### src/rtl/ctrl_pkg.sv
// ----------------------------------------------------------------------------
// ctrl_pkg
// Shared definitions for the control matrix of the six-state ring-counter
// machine. It holds the opcode encodings, the bit positions of the 12-bit
// control word and a helper that tells defined opcodes from undefined ones.
// ----------------------------------------------------------------------------
package ctrl_pkg;

    localparam int OP_W  = 4;
    localparam int CON_W = 12;

    typedef enum logic [OP_W-1:0] {
        OP_LDA = 4'h0,
        OP_ADD = 4'h1,
        OP_SUB = 4'h2,
        OP_NOP = 4'h3,
        OP_OUT = 4'hE,
        OP_HLT = 4'hF
    } opcode_e;

    // Bit positions inside the control word
    localparam int CON_PC_INC  = 11;
    localparam int CON_PC_OE   = 10;
    localparam int CON_MAR_LD  = 9;
    localparam int CON_RAM_OE  = 8;
    localparam int CON_IR_LD   = 7;
    localparam int CON_IR_OE   = 6;
    localparam int CON_A_LD    = 5;
    localparam int CON_A_OE    = 4;
    localparam int CON_ALU_SUB = 3;
    localparam int CON_ALU_OE  = 2;
    localparam int CON_B_LD    = 1;
    localparam int CON_OUT_LD  = 0;

    // OP_NOP is only the reset value of the opcode register; fetching it
    // from the bus is still an undefined instruction.
    function automatic logic is_legal_op(input logic [OP_W-1:0] op);
        return (op == OP_LDA) || (op == OP_ADD) || (op == OP_SUB) ||
               (op == OP_OUT) || (op == OP_HLT);
    endfunction

endpackage

### src/rtl/onehot_chk.sv
// ----------------------------------------------------------------------------
// onehot_chk
// Purely combinational integrity check of the six ring-counter states.
// Ports:
//   s_vec    in  6  timing states {S5..S0}
//   one_hot  out 1  exactly one bit of s_vec is set
//   all_zero out 1  no bit of s_vec is set (ring counter reload)
// ----------------------------------------------------------------------------
module onehot_chk (
    input  logic [5:0] s_vec,
    output logic       one_hot,
    output logic       all_zero
);

    logic [2:0] count;

    always_comb begin
        count = 3'd0;
        for (int i = 0; i < 6; i++) begin
            count = count + {2'b00, s_vec[i]};
        end
        one_hot  = (count == 3'd1);
        all_zero = (count == 3'd0);
    end

endmodule

### src/rtl/control_matrix.sv
// ----------------------------------------------------------------------------
// control_matrix
// Combines the one-hot timing state S0..S5 with the latched opcode to drive
// the datapath control word. Also owns the halt latch, sticky error flags
// and the retired-instruction counter.
// Ports:
//   clk        in   1      system clock, rising edge
//   reset      in   1      synchronous active-high, clears all state
//   clr        in   1      synchronous restart, keeps sticky flags and count
//   s0..s5     in   1 ea   one-hot timing states
//   bus_op     in   OP_W   W-bus[7:4], opcode while S2 is active
//   con        out  12     control word (PC_INC..OUT_LD)
//   hlt        out  1      halt latch
//   ill_op     out  1      sticky undefined-opcode flag
//   state_err  out  1      sticky non-one-hot flag
//   instr_cnt  out  CNT_W  instructions retired, wraps
// ----------------------------------------------------------------------------
module control_matrix
    import ctrl_pkg::*;
#(
    parameter int CNT_W = 8
) (
    input  logic             clk,
    input  logic             reset,
    input  logic             clr,
    input  logic             s0,
    input  logic             s1,
    input  logic             s2,
    input  logic             s3,
    input  logic             s4,
    input  logic             s5,
    input  logic [OP_W-1:0]  bus_op,
    output logic [CON_W-1:0] con,
    output logic             hlt,
    output logic             ill_op,
    output logic             state_err,
    output logic [CNT_W-1:0] instr_cnt
);

    logic [5:0]       s_vec;
    logic             one_hot;
    logic             all_zero;

    logic [OP_W-1:0]  op_q,        op_d;
    logic             hlt_q,       hlt_d;
    logic             ill_op_q,    ill_op_d;
    logic             state_err_q, state_err_d;
    logic [CNT_W-1:0] instr_cnt_q, instr_cnt_d;
    logic             grace_q,     grace_d;

    logic [CON_W-1:0] con_dec;
    logic             con_force;

    assign s_vec = {s5, s4, s3, s2, s1, s0};

    onehot_chk u_onehot_chk (
        .s_vec    (s_vec),
        .one_hot  (one_hot),
        .all_zero (all_zero)
    );

    // Raw decode of timing state and opcode. Execute steps use op_q, which
    // was captured on the S2 edge, so S2 itself only sees fetch signals.
    always_comb begin
        con_dec = '0;
        if (s0) begin
            con_dec[CON_PC_OE]  = 1'b1;
            con_dec[CON_MAR_LD] = 1'b1;
        end
        if (s1) begin
            con_dec[CON_PC_INC] = 1'b1;
        end
        if (s2) begin
            con_dec[CON_RAM_OE] = 1'b1;
            con_dec[CON_IR_LD]  = 1'b1;
        end
        if (s3) begin
            case (op_q)
                OP_LDA, OP_ADD, OP_SUB: begin
                    con_dec[CON_IR_OE]  = 1'b1;
                    con_dec[CON_MAR_LD] = 1'b1;
                end
                OP_OUT: begin
                    con_dec[CON_A_OE]   = 1'b1;
                    con_dec[CON_OUT_LD] = 1'b1;
                end
                default: ;
            endcase
        end
        if (s4) begin
            case (op_q)
                OP_LDA: begin
                    con_dec[CON_RAM_OE] = 1'b1;
                    con_dec[CON_A_LD]   = 1'b1;
                end
                OP_ADD, OP_SUB: begin
                    con_dec[CON_RAM_OE]  = 1'b1;
                    con_dec[CON_B_LD]    = 1'b1;
                    con_dec[CON_ALU_SUB] = (op_q == OP_SUB);
                end
                default: ;
            endcase
        end
        if (s5) begin
            case (op_q)
                OP_ADD, OP_SUB: begin
                    con_dec[CON_ALU_OE]  = 1'b1;
                    con_dec[CON_A_LD]    = 1'b1;
                    con_dec[CON_ALU_SUB] = (op_q == OP_SUB);
                end
                default: ;
            endcase
        end
    end

    // The control word is silenced whenever the machine is halted, being
    // restarted, or the timing vector cannot be trusted.
    assign con_force = reset | clr | hlt_q | ~one_hot;
    assign con       = con_force ? '0 : con_dec;

    // Next-state logic. clr restarts the instruction stream but leaves the
    // sticky flags and the counter alone. While halted the timing vector is
    // frozen, so neither capture, counting nor checking happens.
    always_comb begin
        op_d        = op_q;
        hlt_d       = hlt_q;
        ill_op_d    = ill_op_q;
        state_err_d = state_err_q;
        instr_cnt_d = instr_cnt_q;
        grace_d     = 1'b0;
        if (clr) begin
            op_d    = OP_NOP;
            hlt_d   = 1'b0;
            grace_d = 1'b1;
        end else if (!hlt_q) begin
            if (s2) begin
                op_d = bus_op;
                if (!is_legal_op(bus_op)) begin
                    ill_op_d = 1'b1;
                end
            end
            if (s3 && (op_q == OP_HLT)) begin
                hlt_d = 1'b1;
            end
            if (s5) begin
                instr_cnt_d = instr_cnt_q + {{(CNT_W-1){1'b0}}, 1'b1};
            end
            // An empty vector right after restart is the ring counter
            // reloading and must not be flagged.
            if (!one_hot && !(grace_q && all_zero)) begin
                state_err_d = 1'b1;
            end
        end
    end

    always_ff @(posedge clk) begin
        if (reset) begin
            op_q        <= OP_NOP;
            hlt_q       <= 1'b0;
            ill_op_q    <= 1'b0;
            state_err_q <= 1'b0;
            instr_cnt_q <= '0;
            grace_q     <= 1'b1;
        end else begin
            op_q        <= op_d;
            hlt_q       <= hlt_d;
            ill_op_q    <= ill_op_d;
            state_err_q <= state_err_d;
            instr_cnt_q <= instr_cnt_d;
            grace_q     <= grace_d;
        end
    end

    assign hlt       = hlt_q;
    assign ill_op    = ill_op_q;
    assign state_err = state_err_q;
    assign instr_cnt = instr_cnt_q;

endmodule
### config.mk
export PLATFORM = sky130hd
export DESIGN_NAME = control_matrix
export DESIGN_NICKNAME = d
export VERILOG_FILES = /design/src/rtl/ctrl_pkg.sv /design/src/rtl/onehot_chk.sv /design/src/rtl/control_matrix.sv
export SDC_FILE = /design/constraint.sdc
export NUM_CORES = 1
export LEC_CHECK = 0
export ABC_AREA = 1
export CAP_MARGIN = 40
export CORE_MARGIN = 10
export CORE_UTILIZATION = 42
export CTS_CLUSTER_DIAMETER = 200
export DETAILED_ROUTE_END_ITERATION = 12
export GPL_TIMING_DRIVEN = 0
export PLACE_DENSITY = 0.79
export SLEW_MARGIN = 20
export SYNTH_ARGS = -nofsm -noshare
export SYNTH_HDL_FRONTEND = slang
export SYNTH_SLANG_ARGS = --single-unit
### constraint.sdc
create_clock -name clk -period 8.1 [get_ports clk]
set_input_delay 2.43 -clock clk [delete_from_list [all_inputs] [get_ports clk]]
set_output_delay 2.43 -clock clk [all_outputs]
set_load 0.01 [all_outputs]
==> out/metrics.yaml <==
cells_and_area:
  antennaDiodeCount: 0
  nets: 188
  final_common_cell: "nor2_1"
  drive_gt1_share_pct: 8.929
  final_cell_mix: "26 x nor2_1, 23 x clkdlybuf4s50_1, 21 x inv_1"
  area_growth_pct: 46.46
  postLayoutCellArea_um2: 1345
  final_util_pct: 66.52
clocking:
  cts_buffer_depth: 2
  clock-root-buffer: "clkbuf_4"
  clk_pin_slew_worst_paths_ns: 0.08
  insertion_delay_ns: 0.28
  cts_tree: "yes"
  cts_hold_buf: 0
  numClockSinks: 16
  cts_made_buffers: 3
  htree_levels: 1
routing:
  viasPerCell: 4.882
  wl_per_cell_um: 12.79
  drtIter0Drc: 17
  via_count: 952
  routed_wl_mm: 2.495
  antenna_left: 0
  dr.pass1.iters: 4
  drc: 0
synth:
  ys_seq_elements: 16
  yosysTopAreaCellShare_pct: 34.88
  yosysSeqAreaShare_pct: 34.88
  synth_top_cell_by_area: "dfxtp_1"
  syn_area_per_cell_um2: 7.064
  ys_warn_count: 0
  synth-main-ff-cell: "dfxtp_1"
  synth_edf_count: 0
  synthCells: 130
  synth_area_leaders: "dfxtp_1 35%, nor2_1 11%, inv_1 8.6%, nand2_1 7.8%, fa_1 6.5%"
  syn_nets: 148
  syn_area_um2: 918.4
  synth_cell_types: 21
  synth-async-reset-ratio_pct: 0
power_and_ir_drop:
  power_frac_clock_pct: 24.8
  combPwrFrac_pct: 24.1
  p_sw_share_pct: 28.43
  p_seq_share_pct: 51.1
  vdd_ir_drop_max_v: 0.00009741
  pwr_density_cell_nw_per_um2: 121.9
  p_sw_mw: 0.04663
  p_int_mw: 0.1174
  cellLeakagePower_nw: 0.7495
outcome:
  status: "finished clean"
sta:
  timing.slew.headroom_pct: 76.02
  fin_ws_ns: 0.1925
  slew_viol_final: 0
  finalHoldViolations: 0
  setup_tns_ns: 0
  worst_pin_slew_ns: 0.3583
  rsz0062_at_grt: "false"
  min_period_over_period_pct: 97.62
  setup_viol: 0
  fin_skew_ns: 0.004149
  period_needed_ns: 7.908
  fmax_ghz: 0.1265
setup_path:
  crit_path_max_fanout: 8
  end_kind: "output pin"
  startpoint_type: "input port"
  worstSetupPathType: "input port to output pin"
  max_stage_delay_ns: 0.47
  crit_slowest_cell: "fa_1"
  cp_data_required_time_ns: 5.67
  crit_top_cell: "fa_1"
  crit_chain: "clkdlybuf4s50_1, ha_1, inv_1, fa_1, inv_1, fa_1, fa_1, nor2_2, nand3_2, nor2_4, inv_2, nor3_2, buf_4, clkdlybuf4s15_1"
  rrSetupSlack_ns: 6.96
  cp_data_arrival_time_ns: 5.48
die:
  rows: 16
  die-width_um: 66.76
  die_h_um: 66.76
  dieArea_um2: 4457
  coreArea_um2: 2022
  initial_core_util_pct: 45.42
  io_pins: 36
global_routing:
  grt_max_degree: 9
  antenna_found_initial: 0
  grt_pass1_wl_mm: 4.146
  grt.overflow.total: 0
  grt_util_all_layers_pct: 11.39
  grt_pass1_vias: 991
flow_run:
  max_cap_viol_count: 0
placement:
  postPlaceCellArea_um2: 1303
  routabilityCongestion: 0.7769
  dp_hpwl_mm: 2.058
  dp_slack_ns: -0.2323
  port_buffers: 35
worst_hold_path:
  hp-class: "flip-flop to flip-flop"
-- worst paths after layout --
kind	startpoint	end	depth (start not counted)
hold reg to reg	ill_op	ill_op	2
setup / recovery	s0	con[4]	14
hold / removal	ill_op	ill_op	2
setup reg to reg	hlt	instr_cnt[6]	6
-- state kept, by name (all words and copies together) (netlist names) --
register / count
ill_op: 1
hlt: 1
instr_cnt: 8
op_q: 4
grace_q: 1
state_err: 1
-- power by group through the flow --
stage               combinational (mW)  sequential, mW  clock (mW)
floorplan                       0.0200          0.0861           0
global placement                0.0377          0.0855           0
detailed placement              0.0389          0.0857           0
CTS                             0.0399          0.0839      0.0419
global route                    0.0446          0.0843      0.0450
finish                          0.0395          0.0838      0.0407
-- cells in the mapped netlist, types with 2 or more instances --
master and instances:
nand4_1 2, nand3_2 2, nor2_1 27, a21oi_1 8, o21ai_0 5, nor3_1 2, ha_1 2, inv_2 2
inv_1 21, nand2_1 19, dfxtp_1 16, nor2_4 3, nand3_1 10, fa_1 3, xor2_1 2
-- area by class of cell --
cell class / count / area, um^2
Fill cell: 186 / 676.9
Multi-Input combinational cell: 90 / 511.7
Timing Repair Buffer: 35 / 362.8
Sequential cell: 16 / 320.3
Inverter: 23 / 86.33
Tap cell: 27 / 33.78
Clock buffer: 3 / 22.52
Buffer: 1 / 7.507
-- worst max-delay path: cells and delay by family --
family | cells | cell delay [ns]
adders and majority gates | 4 | 1.59
buffers and inverters | 6 | 0.97
and+or+nand+nor | 4 | 0.49
-- cell families after synthesis --
logic type	Yosys count	share of synthesized area, %
adders and majority gates	5	9.264
and+or+nand+nor	67	34.47
AOI/OAI and AO/OA	16	9.264
xor gates and xnor gates	2	1.908
DFF	16	34.88
buffers and inverters	24	10.22
-- metrics by stage --
step / power, mW / cells / hold WS, ns
after floorplan: 0.1061 / 130 / 0.4680
after global placement: 0.1233 / 192 / 0.4485
after detailed placement: 0.1246 / 192 / 0.4457
after CTS: 0.1657 / 195 / 0.4588
after global routing: 0.1738 / 195 / 0.5133
final: 0.1640 / 195 / 0.4571
-- what timing repair did --
item	in CTS	in global routing
pin swaps	0	1
gates resized for setup	7	8
setup endpoints to repair	6	8
buffers inserted	0	0
-- metal layers --
layer	global-route usage, %	up-vias	wire length [um]
met4	2.094	0	0
met2	20.38	25	1250
met1	12.03	442	1035
met3	5.017	0	209
li1	-	485	-
met5	0	-	0
Power figures use the tool's default switching activity.
